## src/rtl/seq_stage_controller_if.sv

```systemverilog
// Handshake bundle between the SEQ stage controller and its datapath.
// master: controller side; slave: datapath / bench side.
interface seq_stage_controller_if #(
    parameter int unsigned CNT_W = 32
);
    logic             start;
    logic             step_mode;
    logic             clear;
    logic [3:0]       icode;
    logic [1:0]       status_f;
    logic [1:0]       status_m;
    logic             mem_done;
    logic             mem_req;
    logic [5:0]       stage_en;
    logic             pc_we;
    logic [1:0]       status;
    logic             halted;
    logic             busy;
    logic             err_timeout;
    logic [CNT_W-1:0] cycle_cnt;
    logic [CNT_W-1:0] instr_cnt;

    modport master (
        input  start, step_mode, clear, icode, status_f, status_m, mem_done,
        output mem_req, stage_en, pc_we, status, halted, busy, err_timeout, cycle_cnt, instr_cnt
    );

    modport slave (
        output start, step_mode, clear, icode, status_f, status_m, mem_done,
        input  mem_req, stage_en, pc_we, status, halted, busy, err_timeout, cycle_cnt, instr_cnt
    );
endinterface

```

## src/rtl/seq_stage_controller.sv

```systemverilog
// Multi-cycle control FSM for the Y86-64 SEQ datapath: one-hot stage enables,
// architectural status register, memory timeout, cycle/instruction counters.
module seq_stage_controller #(
    parameter int unsigned MEM_TIMEOUT = 8,
    parameter int unsigned CNT_W       = 32
) (
    input  logic                  clk,
    input  logic                  rst_n,
    seq_stage_controller_if.master bus
);
    localparam int unsigned      WaitW   = $clog2(MEM_TIMEOUT + 1);
    localparam logic [WaitW-1:0] WaitMax = WaitW'(MEM_TIMEOUT);
    localparam logic [CNT_W-1:0] CntMax  = '1;

    typedef enum logic [2:0] {
        StIdle, StFetch, StDecode, StExecute, StMemory, StWriteback, StPcupd, StHalt
    } state_e;

    state_e           state_q, state_d;
    logic [1:0]       status_q, status_d;
    logic             err_q, err_d;
    logic [WaitW-1:0] wait_q, wait_d;
    logic [CNT_W-1:0] cyc_q, cyc_d;
    logic [CNT_W-1:0] ins_q, ins_d;
    logic             active;

    function automatic logic is_mem_op(input logic [3:0] ic);
        return ic inside {4'h4, 4'h5, 4'h8, 4'h9, 4'hA, 4'hB};
    endfunction

    assign active = (state_q != StIdle) && (state_q != StHalt);

    always_comb begin
        state_d  = state_q;
        status_d = status_q;
        err_d    = err_q;
        wait_d   = wait_q;
        cyc_d    = cyc_q;
        ins_d    = ins_q;
        if (active && (cyc_q != CntMax)) cyc_d = cyc_q + CNT_W'(1);
        unique case (state_q)
            StIdle: begin
                if (bus.start) begin
                    state_d = StFetch;
                    cyc_d   = '0;
                    ins_d   = '0;
                end
            end
            StFetch: begin
                if (bus.status_f != 2'd0) begin
                    status_d = bus.status_f;
                    state_d  = StHalt;
                end else begin
                    state_d = StDecode;
                end
            end
            StDecode:  state_d = StExecute;
            StExecute: begin
                if (is_mem_op(bus.icode)) begin
                    state_d = StMemory;
                    wait_d  = WaitW'(1);
                end else begin
                    state_d = StWriteback;
                end
            end
            StMemory: begin
                // A completion on the timeout cycle still counts as success.
                if (bus.mem_done) begin
                    if (bus.status_m != 2'd0) begin
                        status_d = bus.status_m;
                        state_d  = StHalt;
                    end else begin
                        state_d = StWriteback;
                    end
                end else if (wait_q == WaitMax) begin
                    status_d = 2'd2;
                    err_d    = 1'b1;
                    state_d  = StHalt;
                end else begin
                    wait_d = wait_q + WaitW'(1);
                end
            end
            StWriteback: state_d = StPcupd;
            StPcupd: begin
                if (ins_q != CntMax) ins_d = ins_q + CNT_W'(1);
                state_d = bus.step_mode ? StIdle : StFetch;
            end
            StHalt: begin
                if (bus.clear) begin
                    state_d  = StIdle;
                    status_d = 2'd0;
                    err_d    = 1'b0;
                end
            end
            default: state_d = StIdle;
        endcase
    end

    always_ff @(posedge clk or negedge rst_n) begin
        if (!rst_n) begin
            state_q  <= StIdle;
            status_q <= 2'd0;
            err_q    <= 1'b0;
            wait_q   <= '0;
            cyc_q    <= '0;
            ins_q    <= '0;
        end else begin
            state_q  <= state_d;
            status_q <= status_d;
            err_q    <= err_d;
            wait_q   <= wait_d;
            cyc_q    <= cyc_d;
            ins_q    <= ins_d;
        end
    end

    always_comb begin
        bus.stage_en = 6'b000000;
        unique case (state_q)
            StFetch:     bus.stage_en = 6'b000001;
            StDecode:    bus.stage_en = 6'b000010;
            StExecute:   bus.stage_en = 6'b000100;
            StMemory:    bus.stage_en = 6'b001000;
            StWriteback: bus.stage_en = 6'b010000;
            StPcupd:     bus.stage_en = 6'b100000;
            default:     bus.stage_en = 6'b000000;
        endcase
    end

    assign bus.mem_req     = (state_q == StMemory);
    assign bus.pc_we       = (state_q == StPcupd) && (status_q == 2'd0);
    assign bus.halted      = (state_q == StHalt);
    assign bus.busy        = active;
    assign bus.status      = status_q;
    assign bus.err_timeout = err_q;
    assign bus.cycle_cnt   = cyc_q;
    assign bus.instr_cnt   = ins_q;
endmodule

```

## src/flat_wrapper.sv

```systemverilog
// flat-port wrapper written by rule: the top's interface ports become plain ports
module seq_stage_controller_flat 
#(
    parameter int unsigned MEM_TIMEOUT = 8,
    parameter int unsigned CNT_W       = 32
)
  (clk, rst_n, bus_start, bus_step_mode, bus_clear, bus_icode, bus_status_f, bus_status_m, bus_mem_done, bus_mem_req, bus_stage_en, bus_pc_we, bus_status, bus_halted, bus_busy, bus_err_timeout, bus_cycle_cnt, bus_instr_cnt);
  seq_stage_controller_if #(.CNT_W(CNT_W)) bus_i ();
  input  logic clk;
  input  logic rst_n;
  input wire logic [$bits(bus_i.start)-1:0] bus_start;
  input wire logic [$bits(bus_i.step_mode)-1:0] bus_step_mode;
  input wire logic [$bits(bus_i.clear)-1:0] bus_clear;
  input wire logic [$bits(bus_i.icode)-1:0] bus_icode;
  input wire logic [$bits(bus_i.status_f)-1:0] bus_status_f;
  input wire logic [$bits(bus_i.status_m)-1:0] bus_status_m;
  input wire logic [$bits(bus_i.mem_done)-1:0] bus_mem_done;
  output wire logic [$bits(bus_i.mem_req)-1:0] bus_mem_req;
  output wire logic [$bits(bus_i.stage_en)-1:0] bus_stage_en;
  output wire logic [$bits(bus_i.pc_we)-1:0] bus_pc_we;
  output wire logic [$bits(bus_i.status)-1:0] bus_status;
  output wire logic [$bits(bus_i.halted)-1:0] bus_halted;
  output wire logic [$bits(bus_i.busy)-1:0] bus_busy;
  output wire logic [$bits(bus_i.err_timeout)-1:0] bus_err_timeout;
  output wire logic [$bits(bus_i.cycle_cnt)-1:0] bus_cycle_cnt;
  output wire logic [$bits(bus_i.instr_cnt)-1:0] bus_instr_cnt;
  assign bus_i.start = bus_start;
  assign bus_i.step_mode = bus_step_mode;
  assign bus_i.clear = bus_clear;
  assign bus_i.icode = bus_icode;
  assign bus_i.status_f = bus_status_f;
  assign bus_i.status_m = bus_status_m;
  assign bus_i.mem_done = bus_mem_done;
  assign bus_mem_req = bus_i.mem_req;
  assign bus_stage_en = bus_i.stage_en;
  assign bus_pc_we = bus_i.pc_we;
  assign bus_status = bus_i.status;
  assign bus_halted = bus_i.halted;
  assign bus_busy = bus_i.busy;
  assign bus_err_timeout = bus_i.err_timeout;
  assign bus_cycle_cnt = bus_i.cycle_cnt;
  assign bus_instr_cnt = bus_i.instr_cnt;
  seq_stage_controller #(.MEM_TIMEOUT(MEM_TIMEOUT), .CNT_W(CNT_W)) u_core (.clk(clk), .rst_n(rst_n), .bus(bus_i));
endmodule
```

## config.mk

```make
export PLATFORM = sky130hd
export DESIGN_NAME = seq_stage_controller_flat
export DESIGN_NICKNAME = d
export VERILOG_FILES = /design/src/rtl/seq_stage_controller_if.sv /design/src/rtl/seq_stage_controller.sv /design/src/flat_wrapper.sv
export SDC_FILE = /design/constraint.sdc
export NUM_CORES = 1
export LEC_CHECK = 0
export CAP_MARGIN = 15
export CORE_MARGIN = 4
export CORE_UTILIZATION = 50
export CTS_CLUSTER_SIZE = 16
export DETAILED_ROUTE_END_ITERATION = 10
export HOLD_SLACK_MARGIN = 0.02
export PLACE_DENSITY = 0.82
export SLEW_MARGIN = 20
export SYNTH_ARGS = -nofsm -noshare
export SYNTH_HDL_FRONTEND = slang
export SYNTH_SLANG_ARGS = --single-unit
```

## constraint.sdc

```tcl
create_clock -name clk -period 4.1 [get_ports clk]
set_clock_uncertainty 0.2 [all_clocks]
set_input_delay 0.41 -clock clk [delete_from_list [all_inputs] [get_ports clk]]
set_output_delay 0.41 -clock clk [all_outputs]
set_load 0.005 [all_outputs]
```

After elaboration in Yosys (flattened, before gate mapping):

Cells that the tools add are included.
Widths: inputs -> output; s select.

* equality and inequality tests: 27
* add/sub/neg operators: 3
* reduce and logical (&&, ||, !) cells: 18
* muxes and demuxes: 30

Operator list (count)
* $mux 32: 5
* $add 32x1->32 const B: 2
* $ne 32x32->1 const B: 2
* $pmux 32 s2: 1
* $pmux 6 s6: 1
* $pmux 3 s8: 1
* $eq 4x4->1 const B: 5
* $mux 3: 5
* $eq 3x3->1 const B: 4
* $mux 2: 6
* $mux 4: 3
* $reduce_bool 2->1: 5
* $eq 4x3->1 const B: 2
* $ne 2x1->1 const B: 4
* $ne 2x2->1 const B: 4
* $pmux 4 s2: 1
* $reduce_and 4->1: 2
* $eq 3x2->1 const B: 2
* $ne 3x2->1 const B: 2
* $pmux 2 s3: 1
* $reduce_and 3->1: 2
* $reduce_bool 3->1: 2
* $reduce_bool 6->1: 1
* $mux 1: 5
* other kinds (8): 10

* register bits after elaboration: 74

Logic depth before layout (Yosys ltp):

Gate-level depths: netlist (run 1).

* depth after elaboration: 6
* depth in mapped cells: 9
* mapped depth without buffers: 7

Least setup slack after synthesis (run 1):

No wires, ideal clock.

* path type: register to register
* start point: reg u_core.ins_q[0], in the netlist u_core.bus.instr_cnt[0]
* end point: reg u_core.ins_q[16], in the netlist u_core.bus.instr_cnt[16]
* period minus slack after synthesis: 2.185 ns
* slack: 1.915 ns
* cell stages (with the launch flop): 7
* arrival: 1.873 ns
* library setup time: 0.111 ns
* cells stage by stage: dfrtp_1 > ha_1 > and3_1 > nand3_1 > o41ai_4 > o21ai_1 > o41ai_1

* longest elaborated chain between the ends: 3

Ends and longest elaborated chain
* start, declared: line seq_stage_controller.sv:24 `logic [CNT_W-1:0] ins_q, ins_d;`
* start signal, assigned: line seq_stage_controller.sv:113 `ins_q <= ins_d;`
* $add 32x1->32 or $ne 32x32->1 (tied branches): line seq_stage_controller.sv:85 `if (ins_q != CntMax) ins_d = ins_q + CNT_W'(1);`
* $mux 32 or $ne 2x1->1 (tied branches)
* $pmux 32 s2 or $reduce_and 3->1 (tied branches)

Several ways; a longest one is shown, not always the timed one. The select of a mux whose other input is x is not followed.
A chain may end at the register's enable or synchronous reset.

Worst setup path in the final report (run 1):

* start point: reg u_core.state_q[2]
* end point: out bus_stage_en[5]

* longest elaborated chain between the ends: 2

Ends and longest elaborated chain
* start, declared: line seq_stage_controller.sv:19 `state_e state_q, state_d;`
* start signal, assigned: line seq_stage_controller.sv:101 `state_q <= StIdle;`
* start signal, assigned: line seq_stage_controller.sv:108 `state_q <= state_d;`
* $eq 3x3->1, or another cell as far along: line seq_stage_controller.sv:119 `unique case (state_q)`
* $pmux 6 s6 (*): line seq_stage_controller.sv:119
* end, declared: line flat_wrapper.sv:19 `output wire logic [$bits(bus_i.stage_en)-1:0] bus_stage_en;`

Every way passes the cells marked *; elsewhere a longest branch is shown, timed or not.

==> reports/qor.yml, run 1 <==
outcome: "complete, no violations"
layout-drive-gt1-share_pct: 6.27
place.gp.congestion: 0.899
synth_cells: 484
nets: 587
relSlewSlack_pct: 43.8
grt_pass1_wl_um: 18900
cts_resized: 0
synth_warnings: 0
die_x_um: 101
layoutNonFillerInstCount: 679
cts_sinks: 74
final.min_clock_period_ns: 3.08
place_hpwl_um: 8170
final_hold_viol_count: 0
num_vias: 4249
maxCapViolCount: 0
cts_tree: "built"
syn_nets: 502
sw_frac_of_total_pct: 39.3
drc_errors: 0
p_leak_nw: 2.14
yosys_most_used_dff: "dfrtp_1"
final_cell_mix: "clkdlybuf4s50_1, dfrtp_1, nand2_1"
postSynth.asyncResetShare_pct: 100
place.port_buffers: 89
antenna_left: 0
start_kind: "flip-flop"
finalSetupTns_ns: 0
layout_commonest_cell: "clkdlybuf4s50_1"
critical_path_class: "reg -> out"
dieArea_um2: 10200
wl_met2_um: 5520
finalSetupViolations: 0
core-area_um2: 8300
p_comb_share_pct: 40.9
power.switching_mw: 1.18
ir_worst_vdd_mv: 0.325
cts_root_buffer: "clkbuf_8"
via_per_inst: 6.26
syn_avg_cell_area_um2: 8.91
worstSkewPairLatency_ns: 0.34
share_seq_of_total_power_pct: 42.5
intPower_mw: 1.81
clkSlewWorstSetupHoldPaths_ns: 0.08
rows: 33
dr_wl_met3_um: 750
wl_met1_um: 4920
top_layer: "met4"
post_drt_wl_per_cell_um: 16.7
worst_pin_slew_ns: 0.837
first_iter_violations: 335
grt_max_degree: 39
die_h_um: 101
synth-seq-cells: 74
p_per_area_nw_per_um2: 549
gr-total-overflow: 0
slew_viol_final: 0
areaGrowthSynthToFinish_pct: 26.2
max_freq_mhz: 325
dr.pass1.iters: 5
synthDistinctLibCells: 63
antenna_cells: 0
ys_seq_area_share_pct: 42.9
cts_buffer_depth: 2
period_share_pct: 75.1
postCtsSetupRepairBufs: 0
required_ns: 3.49
h-tree-depth: 3
wl_um: 11300
grt_pass1_vias: 4011
start_util_pct: 52.0
ios: 91
rsz0062_at_grt: "false"
hold_buffers: 1
grt_usage_pct: 22.7
p_clk_share_pct: 16.6
synth-edff-count: 0
arrival_ns: 2.47
numCtsBuffers: 9
hp-class: "reg -> reg"
antenna_found_initial: 0
placedCellCount: 662
syn_area_um2: 4310
crit_path_end_kind: "output pin"
path_max_fanout: 19
==> cell type report <==
class / instances / area (µm²)
clock buffer: 13 / 149
clock inverter: 3 / 15.0
fill: 691 / 2860
inverter: 18 / 67.6
multi-input combinational: 371 / 2300
sequential: 74 / 1850
tap: 105 / 131
timing repair buffer: 95 / 933
==> power by group through the flow <==
stage | logic (mW) | clock network [mW] | registers, mW
global route | 1.36 | 0.534 | 1.32
floorplan | 0.662 | 0 | 1.18
finish | 1.22 | 0.495 | 1.27
CTS | 1.23 | 0.498 | 1.26
detailed placement | 1.22 | 0 | 1.28
global placement | 1.19 | 0 | 1.26
==> worst max-delay path: stages, from the launching register on <==
cell and delay (ns):
dfrtp_1 0.66, nand3b_1 0.48, inv_2 0.41, clkdlybuf4s50_1 0.57
==> per-stage QoR <==
stage	utilization (%)	power, mW	hold WS (ns)	setup WS, ns	cell area, µm²
final	65.6	2.99	0.310	1.02	5440
after floorplan	-	1.85	-0.0856	1.92	4310
after detailed placement	63.5	2.50	0.299	1.40	5270
after global routing	65.6	3.21	0.341	0.902	5440
after CTS	65.6	2.99	0.310	1.05	5440
after global placement	63.5	2.45	0.296	1.46	5270
==> per-layer routing <==
layer | track usage (%) | vias up
met5 | 0 | -
met4 | 7.06 | 0
met3 | 4.98 | 15
met2 | 36.9 | 176
met1 | 30.4 | 2056
li1 | - | 2002
==> cells in the mapped netlist (4+ instances only) <==
cell      instances  area share, %
a21oi_1          31            3.6
a31oi_1           6           0.87
and2_1            4           0.58
and3_1           10            1.5
and4_1            5            1.0
buf_2             4           0.46
clkbuf_1         13            1.1
dfrtp_1          74             43
ha_1              4            1.2
inv_1            15            1.3
mux2i_1          13            3.0
nand2_1          63            5.5
nand2b_1          4           0.58
nand3_1          26            3.0
nand4_1          21            3.0
nor2_1           26            2.3
nor3_1           15            1.7
nor4_1            4           0.58
o211ai_1         14            2.4
o21a_1            4           0.70
o21ai_0          19            2.2
o21ai_1           8           0.93
o31ai_1          15            2.6
o41ai_1           4           0.81
or3_1            16            2.3
or4_1            11            1.9
==> state kept, by name (all words and copies together) (netlist names) <==
signal / flops
u_core.bus.cycle_cnt: 32
u_core.wait_q: 4
u_core.bus.instr_cnt: 32
u_core.bus.err_timeout: 1
u_core.state_q: 3
u_core.bus.status: 2
==> worst paths after layout <==
kind                                     startpoint  cells past startpoint  slack, ns                  endpoint
max                               u_core.state_q[2]                      3       1.02           bus_stage_en[5]
min reg2reg                u_core.bus.instr_cnt[16]                      1       0.31  u_core.bus.instr_cnt[16]
max in group asynchronous                     rst_n                      3       2.17          u_core.wait_q[1]
max reg2reg                 u_core.bus.instr_cnt[4]                      5       1.31  u_core.bus.instr_cnt[21]
min                        u_core.bus.instr_cnt[16]                      1       0.31  u_core.bus.instr_cnt[16]
min in group asynchronous                     rst_n                      2       0.50  u_core.bus.cycle_cnt[30]
==> logic make-up after synthesis <==
logic type                 after synthesis  synth area share [%]
and+or+nand+nor                        225                  28.6
AOI/OAI and AO/OA                      125                  19.6
DFF                                     74                  42.9
buffers and inverters                   39                  3.86
muxes                                   13                  3.02
xor gates and xnor gates                 4                 0.812
adders and majority gates                4                  1.16
(Power assumes the default switching activity.)
==> run 2, diff against run 1 <==
==> constraint.sdc (replaced) <==
create_clock -name clk -period 3.19 [get_ports clk]
set_clock_uncertainty 0.2 [all_clocks]
set_input_delay 0.319 -clock clk [delete_from_list [all_inputs] [get_ports clk]]
set_output_delay 0.319 -clock clk [all_outputs]
set_load 0.005 [all_outputs]
==> run 2 against run 1 <==
Total power up 29%. First-iteration DRC count down 10%. Core utilization up 0.30 points. Register-to-register slack worse by 0.77 ns. Global-route usage up 0.34 points. Die area unchanged. Routed wire length up 3.0%. Via count up 0.64%. Clock power up 25%. Setup slack worse by 0.55 ns. Flip-flop and latch count unchanged. Non-clock buffer count up 4. Critical path type unchanged. Largest power group unchanged. Highest routed layer unchanged.
==> reports/qor.yml, run 2 (synthesis gave the netlist of run 1 again) <==
clkSlewWorstSetupHoldPaths_ns: 0.07
final.min_clock_period_ns: 2.72
critical_path.startpoint: "u_core.state_q[2]"
grt_pass1_vias: 4139
finalSetupTns_ns: 0
cts_root_buffer: "clkbuf_8"
first_iter_violations: 301
arrival_ns: 2.20
numCtsBuffers: 9
rows: 33
ir_worst_vdd_mv: 0.458
period_share_pct: 85.2
rsz0062_at_grt: "false"
relSlewSlack_pct: 43.9
holdWs_ns: 0.313
ios: 91
antenna_left: 0
grt_max_degree: 39
rrSetupSlack_ns: 0.54
dieArea_um2: 10200
timing.rr.end: "u_core.bus.cycle_cnt[13]"
worstSkewPairLatency_ns: 0.34
areaGrowthSynthToFinish_pct: 26.8
wl_um: 11700
finalSetupViolations: 0
antenna_cells: 0
antenna_found_initial: 0
cts_buffer_depth: 2
critical_path_class: "reg -> out"
required_ns: 2.67
placed_cell_area_um2: 5310
nets: 591
cts_tree: "built"
final_hold_viol_count: 0
path_max_fanout: 21
core-area_um2: 8300
max_freq_mhz: 368
start_kind: "flip-flop"
place.port_buffers: 89
num_vias: 4276
layout-drive-gt1-share_pct: 6.62
cts_sinks: 74
postCtsSetupRepairBufs: 0
post_drt_wl_per_cell_um: 17.2
layout_commonest_cell: "clkdlybuf4s50_1"
nFillCells: 702
dr.pass1.iters: 7
hp-class: "reg -> reg"
grt_pass1_wl_um: 19200
p_per_area_nw_per_um2: 704
drc_errors: 0
final_cell_mix: "clkdlybuf4s50_1, dfrtp_1, nand2_1"
maxCapViolCount: 0
grt_usage_pct: 23.1
total_power_mw: 3.85
ff2ff_path_depth: 6
die_x_um: 101
slew_viol_final: 0
crit_path_end_kind: "output pin"
final_area_um2: 5470
p_leak_nw: 2.15
h-tree-depth: 3
gr-total-overflow: 0
r2r-start: "u_core.state_q[2]"
via_per_inst: 6.30
outcome: "complete, no violations"
place.gp.congestion: 0.879
holdCritStartpoint: "u_core.bus.instr_cnt[16]"
endpoint: "bus_stage_en[5]"
die_h_um: 101
place_hpwl_um: 8340
worst_pin_slew_ns: 0.842
start_util_pct: 52.0
[run 2: changes by cell type in the layout (fill, tap and decap cells not counted)]
cell / change
clkinv_2: -2
buf_12: +1
buf_4: +3
clkbuf_1: -2
[run 2: worst min-delay path by stage]
stage / depth (start not counted) / to / slack, ns
after floorplan: 0 / u_core.bus.cycle_cnt[0] / -0.18
after global placement: 1 / u_core.bus.cycle_cnt[12] / 0.26
after detailed placement: 1 / u_core.bus.cycle_cnt[12] / 0.27
after CTS: 1 / u_core.bus.instr_cnt[16] / 0.31
after global routing: 1 / u_core.bus.instr_cnt[16] / 0.33
final: 1 / u_core.bus.instr_cnt[16] / 0.31
[run 2: layout make-up]
cell class,count,area (µm²),area share [%]
Clock buffer,11,141,2.59
Clock inverter,1,5.00,0.0915
Inverter,18,67.6,1.24
Multi-Input combinational cell,371,2300,42.0
Sequential cell,74,1850,33.9
Tap cell,105,131,2.40
Timing Repair Buffer,99,976,17.8
[run 2: through the flow]
stage / setup WS, ns / instances / utilization [%]
floorplan: 1.01 / 484 / -
global placement: 0.656 / 666 / 64.0
detailed placement: 0.579 / 666 / 64.0
CTS: 0.484 / 679 / 65.9
global route: 0.353 / 679 / 65.9
finish: 0.473 / 679 / 65.9
[run 2: timing repair]
| action | CTS | global route |
|---|---|---|
| gates resized for setup | 0 | 0 |
| endpoints found under the hold margin | 36 | 0 |
| hold buffers | 1 | 0 |
[run 2: worst max-delay path, cell delays in order, from the launching register on]
cell and delay [ns]:
dfrtp_1 0.66, nand3b_1 0.12, buf_4 0.23, inv_2 0.27
clkdlybuf4s50_1 0.57
[run 2: layer usage]
metal	track usage (%)	vias up	share of wire, %
met5	0	-	0
met4	6.24	0	1.5
met2	38.5	192	49
met1	30.1	2048	42
li1	-	2013	-
met3	5.40	23	7.1
[run 2: report_power, final]
part	total, mW	internal (mW)	switching, mW
registers	1.65	1.20	0.444
logic	1.59	0.835	0.751
clock network	0.619	0.286	0.333
